**config.mk**
```make
export PLATFORM = sky130hd
export DESIGN_NAME = serial_sub_ctrl
export DESIGN_NICKNAME = d
export VERILOG_FILES = /design/src/rtl/serial_sub_ctrl_pkg.sv /design/src/rtl/serial_sub_ctrl_full_sub_bit.sv /design/src/rtl/serial_sub_ctrl.sv
export SDC_FILE = /design/constraint.sdc
export NUM_CORES = 1
export LEC_CHECK = 0
export ABC_AREA = 1
export BUFFER_PORTS_ARGS = -buffer_cell sky130_fd_sc_hd__buf_2
export CORE_UTILIZATION = 35
export CTS_CLUSTER_SIZE = 8
export DETAILED_ROUTE_END_ITERATION = 7
export PLACE_DENSITY_LB_ADDON = 0.15
export SLEW_MARGIN = 25
export SYNTH_ARGS = -nofsm -noshare
export SYNTH_HDL_FRONTEND = slang
export SYNTH_HIERARCHICAL = 1
export SYNTH_SLANG_ARGS = --single-unit
```
**constraint.sdc**
```tcl
create_clock -name clk -period 2.19 [get_ports clk]
set_clock_uncertainty 0.1 [all_clocks]
set_input_delay 0.438 -clock clk [delete_from_list [all_inputs] [get_ports clk]]
set_output_delay 0.438 -clock clk [all_outputs]
set_load 0.01 [all_outputs]
```
**src/rtl/serial_sub_ctrl_pkg.sv**
```systemverilog
// Shared definitions for the bit-serial subtraction controller:
// FSM state encodings and the counter-width helper.
package serial_sub_ctrl_pkg;

    // Controller states. Encoding 2'd3 is never entered and is treated as IDLE.
    localparam logic [1:0] ST_IDLE = 2'd0;
    localparam logic [1:0] ST_RUN  = 2'd1;
    localparam logic [1:0] ST_DONE = 2'd2;

    // Smallest n such that 2**n >= value. Used to size the bit counter so it
    // can index 0..WIDTH-1 without spare headroom.
    function automatic int clog2(input int unsigned value);
        int result;
        result = 0;
        for (int i = 0; i < 32; i++) begin
            if (value > (32'd1 << i)) begin
                result = i + 1;
            end
        end
        return result;
    endfunction

endpackage

```
**src/rtl/serial_sub_ctrl_full_sub_bit.sv**
```systemverilog
// Combinational 1-bit full subtractor assembled from two half-subtractor
// stages; the two stage borrows are ORed into the borrow-out.
module full_sub_bit (
    input  logic a_i,
    input  logic b_i,
    input  logic bin_i,
    output logic d_o,
    output logic bout_o
);

    logic hs1_diff;
    logic hs1_borrow;
    logic hs2_borrow;

    // First half subtractor: a - b.
    always_comb begin
        hs1_diff   = a_i ^ b_i;
        hs1_borrow = ~a_i & b_i;
    end

    // Second half subtractor: (a - b) - bin, then merge the borrows.
    always_comb begin
        d_o        = hs1_diff ^ bin_i;
        hs2_borrow = ~hs1_diff & bin_i;
        bout_o     = hs1_borrow | hs2_borrow;
    end

endmodule

```
**src/rtl/serial_sub_ctrl.sv**
```systemverilog
// Bit-serial subtraction controller. Processes one operand bit per clock,
// LSB first, through a single full_sub_bit cell and publishes the registered
// difference and final borrow with a one-cycle done pulse.
module serial_sub_ctrl
    import serial_sub_ctrl_pkg::*;
#(
    parameter int WIDTH = 8
) (
    input  logic             clk,
    input  logic             rst,
    input  logic             start,
    input  logic [WIDTH-1:0] a,
    input  logic [WIDTH-1:0] b,
    output logic             busy,
    output logic             done,
    output logic [WIDTH-1:0] diff,
    output logic             borrow
);

    localparam int                CNT_W    = clog2(WIDTH);
    localparam logic [CNT_W-1:0]  CNT_LAST = CNT_W'(WIDTH - 1);
    localparam logic [CNT_W-1:0]  CNT_ONE  = CNT_W'(1);

    logic [1:0]       state_q,  state_d;
    logic [CNT_W-1:0] cnt_q,    cnt_d;
    logic [WIDTH-1:0] a_q,      a_d;
    logic [WIDTH-1:0] b_q,      b_d;
    // Partial result holds only the upper WIDTH-1 bits already produced; the
    // bit computed in the final step is concatenated on when diff is loaded,
    // so no register bit is written that is never read.
    logic [WIDTH-2:0] res_q,    res_d;
    logic             bin_q,    bin_d;
    logic [WIDTH-1:0] diff_q,   diff_d;
    logic             borrow_q, borrow_d;

    logic             cell_d;
    logic             cell_bout;
    logic [WIDTH-1:0] res_shift;

    // The one and only subtractor cell, fed by the operand LSBs and the
    // borrow chain register.
    full_sub_bit u_cell (
        .a_i    (a_q[0]),
        .b_i    (b_q[0]),
        .bin_i  (bin_q),
        .d_o    (cell_d),
        .bout_o (cell_bout)
    );

    // New result bit enters from the MSB side; everything moves one place right.
    always_comb begin
        res_shift = {cell_d, res_q};
    end

    // Next-state logic for the sequencer and its datapath registers.
    always_comb begin
        state_d  = state_q;
        cnt_d    = cnt_q;
        a_d      = a_q;
        b_d      = b_q;
        res_d    = res_q;
        bin_d    = bin_q;
        diff_d   = diff_q;
        borrow_d = borrow_q;

        case (state_q)
            ST_RUN: begin
                a_d   = a_q >> 1;
                b_d   = b_q >> 1;
                res_d = res_shift[WIDTH-1:1];
                bin_d = cell_bout;
                if (cnt_q == CNT_LAST) begin
                    diff_d   = res_shift;
                    borrow_d = cell_bout;
                    cnt_d    = '0;
                    state_d  = ST_DONE;
                end else begin
                    cnt_d = cnt_q + CNT_ONE;
                end
            end
            ST_DONE: begin
                state_d = ST_IDLE;
            end
            default: begin
                // IDLE and the unused encoding both wait for a request.
                if (start) begin
                    a_d     = a;
                    b_d     = b;
                    res_d   = '0;
                    bin_d   = 1'b0;
                    cnt_d   = '0;
                    state_d = ST_RUN;
                end
            end
        endcase
    end

    // State registers with synchronous reset taking priority over everything.
    always_ff @(posedge clk) begin
        if (rst) begin
            state_q  <= ST_IDLE;
            cnt_q    <= '0;
            a_q      <= '0;
            b_q      <= '0;
            res_q    <= '0;
            bin_q    <= 1'b0;
            diff_q   <= '0;
            borrow_q <= 1'b0;
        end else begin
            state_q  <= state_d;
            cnt_q    <= cnt_d;
            a_q      <= a_d;
            b_q      <= b_d;
            res_q    <= res_d;
            bin_q    <= bin_d;
            diff_q   <= diff_d;
            borrow_q <= borrow_d;
        end
    end

    // Status flags decode directly from state; results come from registers.
    always_comb begin
        busy   = (state_q == ST_RUN);
        done   = (state_q == ST_DONE);
        diff   = diff_q;
        borrow = borrow_q;
    end

endmodule
```
==> results.md <==
- The run finished with clean final reports.
- Setup repair after global routing left no endpoint under its margin.
- In this run the count of I/O pins placed on the die edge is 30.
- The setup path with the least slack is of type reg2out.
- Of the total power, the share spent switching nets is 0.375.
- The reported leakage power is a little under 1 nW.
- The average size of a mapped cell is approximately 7.6 sq um.
- The routed length on met2 is 1600 um.
- The internal power of the cells totals between 1.5 and 2 mW.
- Once layout is complete, the utilization of the core stands at 0.436.
- In the final timing run, aggregate negative setup slack is 0 ns.
- The post-detailed-route DRC marker count is 0.
- STA puts the critical path data required time at around 1.7 ns.
- The average routed wire per standard cell is 10.5 um.
- The worst hold path cell count is 2.
- The synthesized netlist cell count is roughly 240.
- The slack of the worst reg-to-reg path is around 0.41 ns.
- The path type of the worst min-delay path is reg2reg.
- In this run the clock root is driven by a sky130_fd_sc_hd__clkbuf_8.
- VDD sags by at most about 0.77 mV.
- The area of the core is 4850 sq um.
- The sequential-to-total area share from yosys stat is 0.419.
- The beginning of the worst register-to-register path is state_q[0].
- The overall fraction of global-route tracks in use is 0.147.
- Based on the critical path, the design can be clocked at up to between 500 and 600 MHz.
- The first routing iteration left 24 violations.
- The longest clock path from root to sink contains 2 buffers.
- Summed over all nets, wire length on met3 after detailed routing comes to approximately 150 um.
- Data arrives at the worst endpoint at between 1 and 1.5 ns.
- The insertion delay to the later sink of the worst-skew pair is roughly 0.29 ns.
- The number of hold buffers added after CTS was 0.
- In this run the critical register-to-register path is captured at res_q[5].
- The element type at the critical path end is a primary output.
- The sequential share of power is 0.381.
- The flip-flop and latch count after synthesis is 38.
- Setup violations remaining at the end of the flow were counted as 0.
- After synthesis, the cell types taking the most area are sky130_fd_sc_hd__dfxtp_1, sky130_fd_sc_hd__nand2_1, sky130_fd_sc_hd__nor2_1.
- In this run, CTS created clock tree buffers numbering 5.
- The smallest clock period supported by the final layout is computed as 1.82 ns.
- The number of nets handed over by synthesis was 263.
- In the layout the commonest cells are sky130_fd_sc_hd__nand2_1, sky130_fd_sc_hd__dfxtp_1, sky130_fd_sc_hd__nor2_1, sky130_fd_sc_hd__buf_2, sky130_fd_sc_hd__a21oi_1.
- In this run the cell area of the synthesized design comes to about 1800 sq um.
- The filler cells instantiated in the layout total ~520.
- STA classifies the critical path startpoint as a register.
- The number of antenna diodes is 0.
- The initialized floorplan defines 25 standard-cell rows.
- For this block, the routed nets add up to ~3500 um of wire.
- The synthesized netlist contains 22 unique library cells.
- Port buffering added 29 buffers.
- The number of global-route vias before repair is about 1300.
- The synthesized design spends more area on one cell type than any other, namely sky130_fd_sc_hd__dfxtp_1.
- The first global-routing pass estimated 6090 um of wire.
- The uppermost layer routed is met4.
- Entering global routing, the biggest net connects 33 pins.
- The area growth from synthesis to layout is 16.5%.
- The deepest level of the CTS H-tree is 2.
- The number of resized instances in the post-cts repair step is 0.
- Along the worst path, the maximum fanout reaches 8.
- The most critical setup path has its endpoint at busy.
- Summing over every cut layer, the via total after detailed routing is 1490.
- The CTS tree is built.
- The start point of the critical path is state_q[0].
- The most frequent standard cell in the layout excluding fill and tap cells is sky130_fd_sc_hd__nand2_1.
- The switching power is 0.932 mW.
- The initial core utilization is 0.374.
- The final count of hold timing violations is 0.
- The tree built by TritonCTS fans out to 38 sinks.
- Once the clock tree was built, the setup fixing pass inserted 0 buffers.
- The net count of the finished layout is 294.
- The floorplan die height is around 74 um.
- The fraction of power consumed by combinational cells is 0.375.
- Once detail routing completed, the nets flagged for antenna violations numbered 0.
- The routed via count divided by cell count is roughly 4.4.
- The number of placed cells counting well taps is 329.
- Timing analysis after detailed placement gives a worst setup slack of about 0.4 ns.
- The wire-length estimate of the detail-placed layout is about 2400 um.
- The count of TritonRoute iterations in the first routing pass is 4.
- The total overflow left after global routing is 0.
- In this run the tightest slew margin relative to its limit is 0.756.
- The number of antenna violations at the first check in global routing came to 0.
- The share of total power dissipated in the clock network is 0.244.
- Power spread over the standard cell area amounts to between 1000 and 1500 nW/um^2.
- The final weighted congestion in routability-driven placement is slightly above 0.7.
- The count of synthesis-stage warnings from yosys is 6.
- After layout, the worst setup slack is ~0.37 ns.
- The total power after layout is approximately 2.5 mW.
- The slew at the pin with the worst max-slew slack is roughly 0.37 ns.
- The clock transition at the register clock pins on the worst setup and hold paths after CTS is 0.07 ns.
- The max-cap check violation count is 0.
- The cell count of the worst reg-to-reg path is 5.
- The share of synthesized area in the top cell type comes to 0.419.
- The die boundary width is between 70 and 80 um.
- After detailed routing, the wire length on met1 is between 1500 and 2000 um.
- After the flow finishes, the layout carries non-filler instances totaling about 340.
- The count of pins over their slew limit is 0.
- The die covers between 5000 and 6000 sq um.
- The post-route fraction of the period consumed by the critical path is 0.832.
- Of the cells placed in the final design, the portion with a size suffix greater than 1 is 0.283.
==> worst min path at each step <==
stage,from,to,slack [ns]
after floorplan,res_q[0],res_q[0],0.34
after global placement,res_q[0],res_q[0],0.35
after detailed placement,res_q[0],res_q[0],0.35
after CTS,a[5],a_q[5],0.36
after global routing,a[2],a_q[2],0.38
final,diff[2],diff[2],0.36
==> power by group through the flow <==
stage / combinational, mW / sequential (mW) / clock, mW
global route: 1.08 / 0.971 / 0.651
detailed placement: 0.947 / 0.964 / 0
CTS: 0.953 / 0.949 / 0.624
floorplan: 0.817 / 0.944 / 0
global placement: 0.951 / 0.963 / 0
finish: 0.930 / 0.948 / 0.606
==> area by class of cell <==
class                      count  area [sq um]  area share
clock buffer                   6          82.6      0.0391
clock inverter                 1          30.0      0.0142
inverter                      12          45.0      0.0213
multi-input combinational    178           928       0.439
sequential                    38           761       0.360
tap                           67          83.8      0.0397
timing repair buffer          34           183      0.0864
==> state kept, by name, indices dropped and copies added, names as in the netlist <==
signal and cells:
bin_q 1, a_q 8, res_q 7, diff 8, state_q 2, borrow 1
cnt_q 3, b_q 8
==> cells by family after synthesis <==
logic type / Yosys count / synth area share
adders and majority gates: 6 / 0.0455
and+or+nand+nor: 136 / 0.315
DFF: 38 / 0.419
buffers and inverters: 22 / 0.0690
AOI/OAI and AO/OA: 36 / 0.151
==> critical path, cell delays in order (launching register included) <==
cell and delay (ns):
sky130_fd_sc_hd__dfxtp_1 0.39, sky130_fd_sc_hd__ha_1 0.40, sky130_fd_sc_hd__buf_2 0.21
==> metal layers <==
layer  global-route usage  vias up
met2                0.232       20
met1                0.184      663
met3               0.0447        8
met5                    0        -
met4               0.0641        0
li1                     -      799
==> stage by stage <==
| step | cell area (sq um) | hold WS (ns) |
|---|---|---|
| floorplan | 1810 | 0.336 |
| global placement | 2000 | 0.349 |
| detailed placement | 2000 | 0.354 |
| CTS | 2110 | 0.360 |
| global route | 2110 | 0.376 |
| finish | 2110 | 0.362 |
==> synthesized netlist by cell type <==
cell type and n:
sky130_fd_sc_hd__nand2_1 81, sky130_fd_sc_hd__dfxtp_1 38, sky130_fd_sc_hd__nor2_1 31, sky130_fd_sc_hd__a21oi_1 14, sky130_fd_sc_hd__nor2_2 12, sky130_fd_sc_hd__inv_1 10, sky130_fd_sc_hd__nand2_2 8, sky130_fd_sc_hd__o21bai_1 8
sky130_fd_sc_hd__o21bai_2 7, sky130_fd_sc_hd__a21oi_2 5, sky130_fd_sc_hd__buf_6 5, sky130_fd_sc_hd__ha_1 5, sky130_fd_sc_hd__clkbuf_1 3, sky130_fd_sc_hd__nand3_1 3, sky130_fd_sc_hd__buf_2 1, sky130_fd_sc_hd__buf_4 1
sky130_fd_sc_hd__clkinv_1 1, sky130_fd_sc_hd__fa_1 1, sky130_fd_sc_hd__inv_2 1, sky130_fd_sc_hd__nor2_4 1, sky130_fd_sc_hd__o21ai_0 1, sky130_fd_sc_hd__o21ai_4 1
No activity file was read; power rests on OpenSTA's default activity.
